File: config.mk
export PLATFORM = sky130hd
export DESIGN_NAME = encoder4to2_seq
export DESIGN_NICKNAME = d
export VERILOG_FILES = /design/src/rtl/encoder4to2_seq.sv
export SDC_FILE = /design/constraint.sdc
export NUM_CORES = 1
export LEC_CHECK = 0
export BUFFER_PORTS_ARGS = -buffer_cell sky130_fd_sc_hd__buf_2
export CELL_PAD_IN_SITES_DETAIL_PLACEMENT = 1
export CELL_PAD_IN_SITES_GLOBAL_PLACEMENT = 1
export CORE_AREA = 5 5 42 44
export DETAILED_ROUTE_END_ITERATION = 12
export DIE_AREA = 0 0 47 49
export PLACE_DENSITY_LB_ADDON = 0.1
export SLEW_MARGIN = 20
export SYNTH_ARGS = -nofsm -noshare
export SYNTH_HDL_FRONTEND = slang
export SYNTH_SLANG_ARGS = --single-unit
File: constraint.sdc
create_clock -name clk -period 1.1 [get_ports clk]
set_clock_uncertainty 0.05 [all_clocks]
set_input_delay 0.22 -clock clk [delete_from_list [all_inputs] [get_ports clk]]
set_output_delay 0.22 -clock clk [all_outputs]
set_load 0.05 [all_outputs]
File: src/rtl/encoder4to2_seq.sv
// encoder4to2_seq: sequential 4-to-2 encoder with a pending-request register
// and a valid/ack handshake toward the consumer.
// A request on I is latched into pend (when E=1) and later granted as a
// 2-bit index on A with valid=1. The grant is held until ack, at which point
// the granted pend bit is cleared. A new request on the same line in the same
// cycle keeps that bit set.
// Optional macro ROUND_ROBIN_EN: rotating selection starting after the last
// granted index. Without it, the highest set pend index wins.
module encoder4to2_seq (
   input  logic       clk,
   input  logic       rst_n,
   input  logic       E,
   input  logic [3:0] I,
   input  logic       ack,
   output logic [1:0] A,
   output logic       valid,
   output logic [3:0] pend
);

   localparam logic [1:0] IDLE = 2'b00;
   localparam logic [1:0] HOLD = 2'b01;

   logic [1:0] state_reg;
   logic [1:0] state_next;
   logic [1:0] a_reg;
   logic [1:0] a_next;
   logic       valid_reg;
   logic       valid_next;
   logic [3:0] pend_reg;
   logic [3:0] pend_next;
   logic [3:0] clr;
   logic [3:0] set_req;
   logic [1:0] sel;
   logic       grant;

   // A grant is issued from IDLE whenever the registered pend is non-empty.
   assign grant = (state_reg == IDLE) && (pend_reg != 4'b0000);

   // Per-line pending update: clear the acknowledged index, then OR in new
   // requests so that a simultaneous set on the same line wins.
   generate
      for (genvar gi = 0; gi < 4; gi++) begin : g_pend
         assign clr[gi]       = valid_reg && ack && (a_reg == 2'(gi));
         assign set_req[gi]   = E && I[gi];
         assign pend_next[gi] = (pend_reg[gi] && !clr[gi]) || set_req[gi];
      end
   endgenerate

`ifdef ROUND_ROBIN_EN
   logic [1:0] last_reg;
   logic [1:0] last_next;
   logic [1:0] rr_idx;
   logic       rr_found;

   // Rotating search: first set pend bit at or after (last+1), wrapping.
   always_comb begin
      sel      = 2'b00;
      rr_found = 1'b0;
      rr_idx   = 2'b00;
      for (int k = 0; k < 4; k++) begin
         rr_idx = last_reg + 2'd1 + k[1:0];
         if (!rr_found && pend_reg[rr_idx]) begin
            sel      = rr_idx;
            rr_found = 1'b1;
         end
      end
   end

   // Remember the most recent grant to rotate the search start.
   always_comb begin
      last_next = grant ? sel : last_reg;
   end

   // Last-grant register; resets to 3 so the first search starts at 0.
   always_ff @(posedge clk or negedge rst_n) begin
      if (!rst_n) begin
         last_reg <= 2'b11;
      end else begin
         last_reg <= last_next;
      end
   end
`else
   // Fixed priority: later (higher) indices overwrite, so the highest wins.
   always_comb begin
      sel = 2'b00;
      for (int k = 0; k < 4; k++) begin
         if (pend_reg[k]) begin
            sel = k[1:0];
         end
      end
   end
`endif

   // State and output registers; reset discards any grant and all requests.
   always_ff @(posedge clk or negedge rst_n) begin
      if (!rst_n) begin
         state_reg <= IDLE;
         a_reg     <= 2'b00;
         valid_reg <= 1'b0;
         pend_reg  <= 4'b0000;
      end else begin
         state_reg <= state_next;
         a_reg     <= a_next;
         valid_reg <= valid_next;
         pend_reg  <= pend_next;
      end
   end

   // Next-state logic: IDLE grants on non-empty pend, HOLD waits for ack.
   always_comb begin
      state_next = IDLE;
      case (state_reg)
         IDLE:    state_next = grant ? HOLD : IDLE;
         HOLD:    state_next = ack ? IDLE : HOLD;
         default: state_next = IDLE;
      endcase
   end

   // Output logic: load A on grant, keep A stable otherwise; valid follows HOLD.
   always_comb begin
      a_next     = a_reg;
      valid_next = 1'b0;
      case (state_reg)
         IDLE: begin
            if (grant) begin
               a_next     = sel;
               valid_next = 1'b1;
            end
         end
         HOLD:    valid_next = !ack;
         default: valid_next = 1'b0;
      endcase
   end

   assign A     = a_reg;
   assign valid = valid_reg;
   assign pend  = pend_reg;

endmodule

# Yosys cells after proc, flatten, opt, wreduce, memory -nomap -nowiden
# Index checks and enable logic that the tools add are counted.
# totals
romBits,0
wordCells,43
mem_count,0
out_inout_bits,7
reg_bits,9
ram_bits,0
inputBits,8
latchBits,0
# classes
eq_ne,4
order_cmp,0
mux,8
div,0
n_bitwise,0
multipliers,0
shifts,0
reduce_logical,27
addsub,0
# op_table
cell,n
1-bit logical AND,14
1-bit logical NOT,5
"2-bit by 1-bit == test with 1-bit output, second input constant",2
"2-bit == test, second input constant",2
2-bit logical NOT,2
1-bit logical OR,4
1-bit two-way mux,4
2-bit two-way mux,2
1-bit one-hot mux with 2 select lines,2
4-bit nonzero test,1
2-bit AND reduction,1

# Longest topological paths before layout
# Gate-level depths: netlist of run 1.
# logic_depth
word_depth,5
depth_mapped,4
ltp_nobuf,3

# Worst setup path before layout of run 1
# OpenSTA, ideal clock, no wires.
# synth_timing
kind,reg-to-reg
from,"register, netlist name state_reg[0]"
to,register pend_reg[2] (netlist: pend[2])
setup_slack_ps,-163
arrival_time_ps,1092
path_buffers,1
setup_ps,121
path_stages_with_launch,4
required_time_ps,929
period_less_slack_ps,1263
path_cell_list,dfrtp_1 buf_6 nand4b_1 a22o_1
# synth_lines
element,line_no,source
"end signal, assigned",105,pend_reg <= pend_next;
"end, declared",29,logic [3:0] pend_reg;

# Final worst setup path of run 1
# layout_timing
from,register a_reg[1] (netlist: A[1])
to,output A[1]
# layout_lines
element,line_no,source
"start, declared",25,logic [1:0] a_reg;
"start signal, assigned",103,a_reg <= a_next;
"end, declared",15,"output logic [1:0] A,"
# No word-level cell between the ends.

==> impl_metrics.yaml, run 1 <==
global_routing:
  grt_pass1_wl_um: 1590
  antenna_found_initial: 0
  grt_pass1_vias: 345
  grt_max_degree: 11
  overflow: 0
  track_usage_pct: 9.99
worst_setup_path:
  end_kind: "output pin"
  cp_data_required_time_ns: 0.83
  critical_path.max_stage_delay_ns: 0.43
  critPathTopFamily: "flip-flops"
  r2r_start: "A[0]"
  start_kind: "flop"
  path_cells: "buf_6"
  crit_buf_inv: 1
  critPathLaunch: "A[1]"
  worstPathMaxFanout: 4
  critical_path_class: "flop to output pin"
  crit_arrival_ns: 0.85
  crit_slowest_cell: "dfrtp_2"
sta:
  setup_viol: 2
  final_max_slew_viol_count: 0
  slew_headroom_pct: 88.7
  period_needed_ns: 1.12
  setup_tns_ns: -0.0277
  period_share_pct: 102
  fmaxAchievable_mhz: 892
  final_hold_viol_count: 0
  fin_hold_ws_ns: 0.109
  rsz0062_at_grt: "yes"
  setup_ws_ns: -0.0206
  worst_pin_slew_ns: 0.167
pwr:
  worst_ir_drop_vdd_v: 0.000635
  cellLeakagePower_nw: 0.250
  powerDensity_nw_per_um2: 2050
finish:
  layout-drive-gt1-share_pct: 56.1
  largest_register_ffs: 4
  finalNetCount: 66
  syn_to_final_growth_pct: 77.6
  n_antenna_cell: 0
placed_design:
  gp_congestion: 0.679
  dpl_worst_slack_ns: 0.109
  detailed_place_hpwl_um: 684
  port_buffers: 14
yosys:
  synth_ff_type: "dfrtp_1"
  synth_top_area_share_pct: 57.1
  yosys_warnings: 0
  yosysTopAreaCell: "dfrtp_1"
  synth_cell_types: 13
  synth_common_cells: "7 x dfrtp_1, 5 x o21ai_0, 4 x nor2_1, 3 x a22o_1"
  synthesis.area_sq_um: 307
  syn-num-nets: 38
  synth.area.top_cells: "dfrtp_1 57%, a22o_1 8.6%, o21ai_0 8.2%, nor2_1 4.9%, buf_6 3.7%"
  synth_enable_flop_cells: 0
  synth_seq_area_share_pct: 57.1
  syn_inst: 30
  yosysMostFrequentCell: "dfrtp_1"
  async_flop_share_pct: 100
  synth_seq_cells: 7
  syn_avg_cell_area_sq_um: 10.2
detailed_routing:
  via_count: 327
  drt_pass1_iterations: 4
  final_antenna_net_count: 0
  finalWirelength_um: 964
  first_iter_violations: 2
  via_per_inst: 4.48
  wl_per_cell_um: 13.2
  drc_errors: 0
floorplan:
  core_area_sq_um: 1400
  fp-row-count: 14
  initial_utilization_pct: 21.9
  top_level_ports: 15
  die_x_um: 47
  die_y_um: 49
  dieArea_sq_um: 2300
clock_tree:
  root_buffer: "clkbuf_4"
  clk_pin_slew_ns: 0.05
  clockBufferDepth: 2
  cts_tree: "built"
  clock_sink_count: 7
  clk_latency_ns: 0.25
  h-tree-depth: 1
  cts_buffers: 3
worst_hold_path:
  hold_path_class: "primary input to flop"
  min_from: "I[1]"
job:
  maxCapViolations: 0
outcome:
  violations: "setup timing"
  run_status: "finished, violations left"
[layout make-up]
type,instances,area (sq um)
Fill cell,182,857
Clock buffer,4,26.3
Tap cell,16,20.0
Inverter,1,3.75
Multi-Input combinational cell,21,116
Sequential cell,7,183
Timing Repair Buffer,24,195
[logic make-up (layout without fill, tap and decap cells)]
family	Yosys count	after routing	share of synthesized area, %
compound gates	10	10	20.8
buf+inv	2	29	4.90
flops	7	7	57.1
simple gates	11	11	17.1
[layer usage]
metal  track usage (%)  vias up  routed length (um)
li1                  -      162                   -
met1              11.7      149                 417
met2              14.0       14                 427
met3              4.43        2                 100
met4              6.91        0                  20
met5                 0        -                   0
[where the power goes]
group | switching (mW) | total (mW) | internal (mW)
Clock | 0.100 | 0.239 | 0.139
Sequential | 0.0457 | 0.360 | 0.314
Combinational | 0.292 | 0.516 | 0.224
Total | 0.438 | 1.11 | 0.676
[placed cells by master (no fill, tap or decap), types with 2 or more instances in the layout]
cell and instances:
nor2_1 4, buf_4 8, nand2_1 2, a22o_1 3, dfrtp_2 6, nand3_1 2, o21ai_0 5, clkbuf_4 3
buf_6 8, buf_2 7
[per-stage QoR]
stage | power (mW) | cell area, sq um | utilization (%) | std cells
global route | 1.18 | 544 | 38.8 | 73
CTS | 1.11 | 533 | 38.0 | 72
detailed placement | 0.706 | 392 | 27.9 | 59
global placement | 0.709 | 392 | 27.9 | 59
floorplan | 0.611 | 313 | - | 30
finish | 1.11 | 544 | 38.8 | 73
[repair_timing]
item | 4_1_cts | 5_1_grt
setup endpoints to repair | 7 | 9
gates cloned | 0 | 0
pin swaps | 0 | 1
hold buffers | 1 | 0
endpoints found under the hold margin | 7 | 0
buffers inserted | 8 | 1
gates resized for setup | 15 | 1
[worst min-delay path: stages]
cell and delay, ns:
buf_2 0.08, nand2_1 0.04, nand2_1 0.04
[final timing paths]
check	to	slack [ns]	cells past startpoint
setup / recovery	A[1]	-0.02	1
hold / removal	pend[1]	0.11	3
setup reg to reg	pend[2]	0.04	3
hold reg to reg	A[0]	0.53	2
max in group asynchronous	pend[0]	0.55	2
min in group asynchronous	state_reg[0]	0.27	2
Note: power is estimated with default switching activity, not from simulation.
==> run 2: changes to the inputs <==
==> constraint.sdc (replaced) <==
create_clock -name clk -period 1.1 [get_ports clk]
set_clock_uncertainty 0.05 [all_clocks]
set_input_delay 0.165 -clock clk [delete_from_list [all_inputs] [get_ports clk]]
set_output_delay 0.165 -clock clk [all_outputs]
set_load 0.05 [all_outputs]
==> impl_metrics.yaml, run 2 (synthesis gave the netlist of run 1 again) <==
global_routing:
  grt_max_degree: 12
  grt_pass1_wl_um: 1570
  antenna_found_initial: 0
  overflow: 0
  track_usage_pct: 9.41
  grt_pass1_vias: 335
sta:
  final_max_slew_viol_count: 0
  setup_viol: 0
  setup_ws_ns: 0.0314
  final_hold_viol_count: 0
  period_share_pct: 97.1
  setup_tns_ns: 0
  period_needed_ns: 1.07
  worst_pin_slew_ns: 0.167
  fin_hold_ws_ns: 0.0659
  rsz0062_at_grt: "yes"
  fmaxAchievable_mhz: 936
  slew_headroom_pct: 88.8
pwr:
  p_seq_share_pct: 38.3
  p_switching_mw: 0.410
  switching_share_pct: 39.9
  worst_ir_drop_vdd_v: 0.000750
  fin_total_pwr_mw: 1.03
  p_clk_share_pct: 22.0
  cell_internal_pwr_mw: 0.618
  cellLeakagePower_nw: 0.221
  p_comb_share_pct: 39.7
  powerDensity_nw_per_um2: 2070
finish:
  layout-drive-gt1-share_pct: 51.0
  stdcell_count: 67
  regArea_sq_um: 183
  finalNetCount: 60
  syn_to_final_growth_pct: 61.6
  multiInputGateArea_sq_um: 116
  largest_register_ffs: 4
  n_antenna_cell: 0
  utilization_pct: 35.4
  fin_area_sq_um: 495
  fillers: 174
  final_cell_mix: "7 x buf_2, 7 x buf_6, 6 x dfrtp_2"
worst_setup_path:
  critical_path.max_stage_delay_ns: 0.44
  end_kind: "output pin"
  crit_slowest_cell: "dfrtp_2"
  r2r_cells: 3
  crit_buf_inv: 1
  path_cells: "buf_6"
  crit_cells: 1
  worstPathMaxFanout: 7
  start_kind: "flop"
  critical_path_class: "flop to output pin"
  critPathTopFamily: "flip-flops"
  cp_data_required_time_ns: 0.88
  crit_arrival_ns: 0.85
detailed_routing:
  via_per_inst: 4.67
  wl_per_cell_um: 13.7
  via_count: 313
  first_iter_violations: 1
  finalWirelength_um: 921
  final_antenna_net_count: 0
  drc_errors: 0
  drt_pass1_iterations: 4
clock_tree:
  cts_buffers: 3
  clk_latency_ns: 0.24
  clock_sink_count: 7
  h-tree-depth: 1
  root_buffer: "clkbuf_4"
  clockBufferDepth: 2
  clk_pin_slew_ns: 0.05
  cts_tree: "built"
floorplan:
  die_x_um: 47
  die_y_um: 49
  core_area_sq_um: 1400
  top_level_ports: 15
  initial_utilization_pct: 21.9
  fp-row-count: 14
  dieArea_sq_um: 2300
placed_design:
  place_area_sq_um: 392
  place.detailed.instances: 59
  gp_congestion: 0.684
  dpl_worst_slack_ns: 0.121
  port_buffers: 14
job:
  maxCapViolations: 0
worst_hold_path:
  hold_depth: 3
  hold_path_class: "primary input to flop"
outcome:
  run_status: "completed"
-- run 2: power by group through the flow --
| stage | Combinational, mW | Sequential, mW | Clock (mW) |
|---|---|---|---|
| floorplan | 0.0712 | 0.540 | 0 |
| global placement | 0.323 | 0.385 | 0 |
| detailed placement | 0.321 | 0.392 | 0 |
| CTS | 0.378 | 0.399 | 0.235 |
| global route | 0.435 | 0.408 | 0.248 |
| finish | 0.408 | 0.394 | 0.226 |
-- run 2: final cells by class --
class / count / share of cell area (%)
flip-flops and latches: 7 / 36.9
clock buffers: 4 / 5.30
inverters: 1 / 0.758
well taps: 16 / 4.04
repair buffers: 18 / 29.5
multi-input cells: 21 / 23.5
-- run 2: final timing paths --
check	endpoint	slack [ns]	start
min reg2reg	A[1]	0.51	state_reg[0]
max	valid	0.03	state_reg[0]
min	pend[1]	0.07	I[1]
max reg2reg	pend[2]	0.07	state_reg[0]
min in group asynchronous	pend[3]	0.23	rst_n
max in group asynchronous	A[1]	0.60	rst_n
-- run 2: tightest hold or removal path: stages --
cell and delay (ns):
buf_2 0.07, nand2_1 0.04, nand2_1 0.05
-- run 2: repair_timing --
item	4_1_cts	5_1_grt
hold buffers	1	0
buffers inserted	0	3
pin swaps	0	0
hold endpoints to repair	7	0
endpoints found under the setup margin	7	5
resized for setup	13	2
-- run 2: per-layer routing --
metal	up-vias	global-route usage, %	wire, um	share of wire (%)
met3	0	5.17	81	8.8
met5	-	0	0	0
li1	151	-	-	-
met2	11	13.1	442	48
met4	0	2.76	0	0
met1	151	12.3	397	43
==> run 3: changes to the inputs <==
ABC_AREA = 1   (was not set)
==> impl_metrics.yaml, run 3 <==
worst_setup_path:
  start_kind: "flop"
  endpoint: "A[0]"
  worstPathMaxFanout: 5
  crit_slowest_cell: "dfrtp_2"
  r2r_cells: 4
  end_kind: "output pin"
  path_cells: "buf_6"
  crit_arrival_ns: 0.86
  r2r_start: "pend[1]"
  regToRegEndpoint: "state_reg[0]"
  critPathLaunch: "A[0]"
  critPathTopFamily: "flip-flops"
  rrSetupSlack_ns: 0.10
  critical_path_class: "flop to output pin"
  crit_cells: 1
  crit_buf_inv: 1
  cp_data_required_time_ns: 0.88
  critical_path.max_stage_delay_ns: 0.44
sta:
  fin_hold_ws_ns: 0.0670
  fmaxAchievable_mhz: 931
  period_needed_ns: 1.07
  setup_ws_ns: 0.0259
  rsz0062_at_grt: "yes"
  final_max_slew_viol_count: 0
  setup_viol: 0
  worst_pin_slew_ns: 0.175
  slew_headroom_pct: 88.2
  final_hold_viol_count: 0
  setup_tns_ns: 0
  period_share_pct: 97.6
worst_hold_path:
  hold_depth: 3
  min_from: "I[0]"
  hold_path_class: "primary input to flop"
yosys:
  synth.area.top_cells: "dfrtp_1 56%, nand2_1 23%, o21ai_0 11%, inv_1 6.0%, nor2_1 2.4%"
  yosys_warnings: 0
  yosysMostFrequentCell: "nand2_1"
  synth_enable_flop_cells: 0
  syn_avg_cell_area_sq_um: 7.63
  synth_common_cells: "19 x nand2_1, 7 x dfrtp_1, 7 x o21ai_0, 5 x inv_1, 2 x nor2_1"
  synth_ff_type: "dfrtp_1"
  synth_seq_area_share_pct: 56.0
  syn_inst: 41
  synthesis.area_sq_um: 313
  syn-num-nets: 49
  synth_top_area_share_pct: 56.0
  yosysTopAreaCell: "dfrtp_1"
  async_flop_share_pct: 100
  synth_cell_types: 6
  synth_seq_cells: 7
pwr:
  powerDensity_nw_per_um2: 3650
  fin_total_pwr_mw: 1.79
  cellLeakagePower_nw: 0.247
  worst_ir_drop_vdd_v: 0.00102
outcome:
  run_status: "completed"
finish:
  utilization_pct: 35.1
  stdcell_count: 77
  syn_to_final_growth_pct: 57.2
  largest_register_ffs: 4
  layout-drive-gt1-share_pct: 41.0
  fin_area_sq_um: 492
  finalNetCount: 70
  final_cell_mix: "19 x nand2_1, 7 x dfrtp_2, 7 x o21ai_0, 7 x buf_2"
  n_antenna_cell: 0
  final_common_cell: "nand2_1"
global_routing:
  grt_pass1_vias: 320
  antenna_found_initial: 0
  grt_max_degree: 8
  grt_pass1_wl_um: 1410
  track_usage_pct: 8.91
  overflow: 0
clock_tree:
  clock_sink_count: 7
  clk_pin_slew_ns: 0.05
  cts_buffers: 3
  root_buffer: "clkbuf_4"
  clk_latency_ns: 0.25
  cts_tree: "built"
  clockBufferDepth: 2
  h-tree-depth: 1
placed_design:
  detailed_place_hpwl_um: 697
  dpl_worst_slack_ns: 0.110
  place.detailed.instances: 71
  place_area_sq_um: 412
  gp_congestion: 0.651
  port_buffers: 14
detailed_routing:
  via_per_inst: 4.39
  drt_pass1_iterations: 2
  final_antenna_net_count: 0
  finalWirelength_um: 851
  first_iter_violations: 4
  via_count: 338
  wl_per_cell_um: 11.1
  drc_errors: 0
floorplan:
  die_y_um: 49
  die_x_um: 47
  dieArea_sq_um: 2300
  core_area_sq_um: 1400
  fp-row-count: 14
  initial_utilization_pct: 22.3
  top_level_ports: 15
job:
  maxCapViolations: 0
==> run 3: cell count changes after synthesis, sizes merged, moves of 2 or more <==
cell | before | now
o21ai | 5 | 7
inv | 1 | 5
nand2 | 2 | 19
nor2 | 4 | 2
a22o | 3 | 0
==> run 3: per-layer routing <==
metal  vias to the layer above  wire [um]  track usage, %
met5                         -          0               0
met4                         0          0            2.76
met3                         0         63            6.64
met2                        11        426            13.6
met1                       161        361            9.35
li1                        166          -               -
==> run 3: worst min path at each step <==
stage | endpoint
after floorplan | A[0]
after global placement | A[0]
after detailed placement | A[0]
after CTS | state_reg[0]
after global routing | pend[3]
final | pend[0]
==> run 3: cell families (layout without fill, tap and decap cells) <==
family / count (synthesis) / count (layout) / share of synthesized area, %
simple gates: 22 / 22 / 26.8
flops: 7 / 7 / 56.0
compound gates: 7 / 7 / 11.2
buf+inv: 5 / 25 / 6.00
==> run 3: cell type report <==
class | instances | area, sq um
Inverter | 5 | 18.8
Timing Repair Buffer | 16 | 124
Sequential cell | 7 | 184
Tap cell | 16 | 20.0
Clock buffer | 4 | 26.3
Fill cell | 190 | 910
Multi-Input combinational cell | 29 | 119
==> run 3: power breakdown <==
group | leakage [nW] | internal (mW) | switching [mW]
sequential | 0.0681 | 0.407 | 0.155
clock | 0.0150 | 0.138 | 0.0908
combinational | 0.164 | 0.343 | 0.659
==> run 3: repair_timing <==
action	in CTS	in global routing
resized for setup	8	5
hold endpoints to repair	7	0
endpoints found under the setup margin	6	6
buffers inserted	0	1
hold buffers	1	0
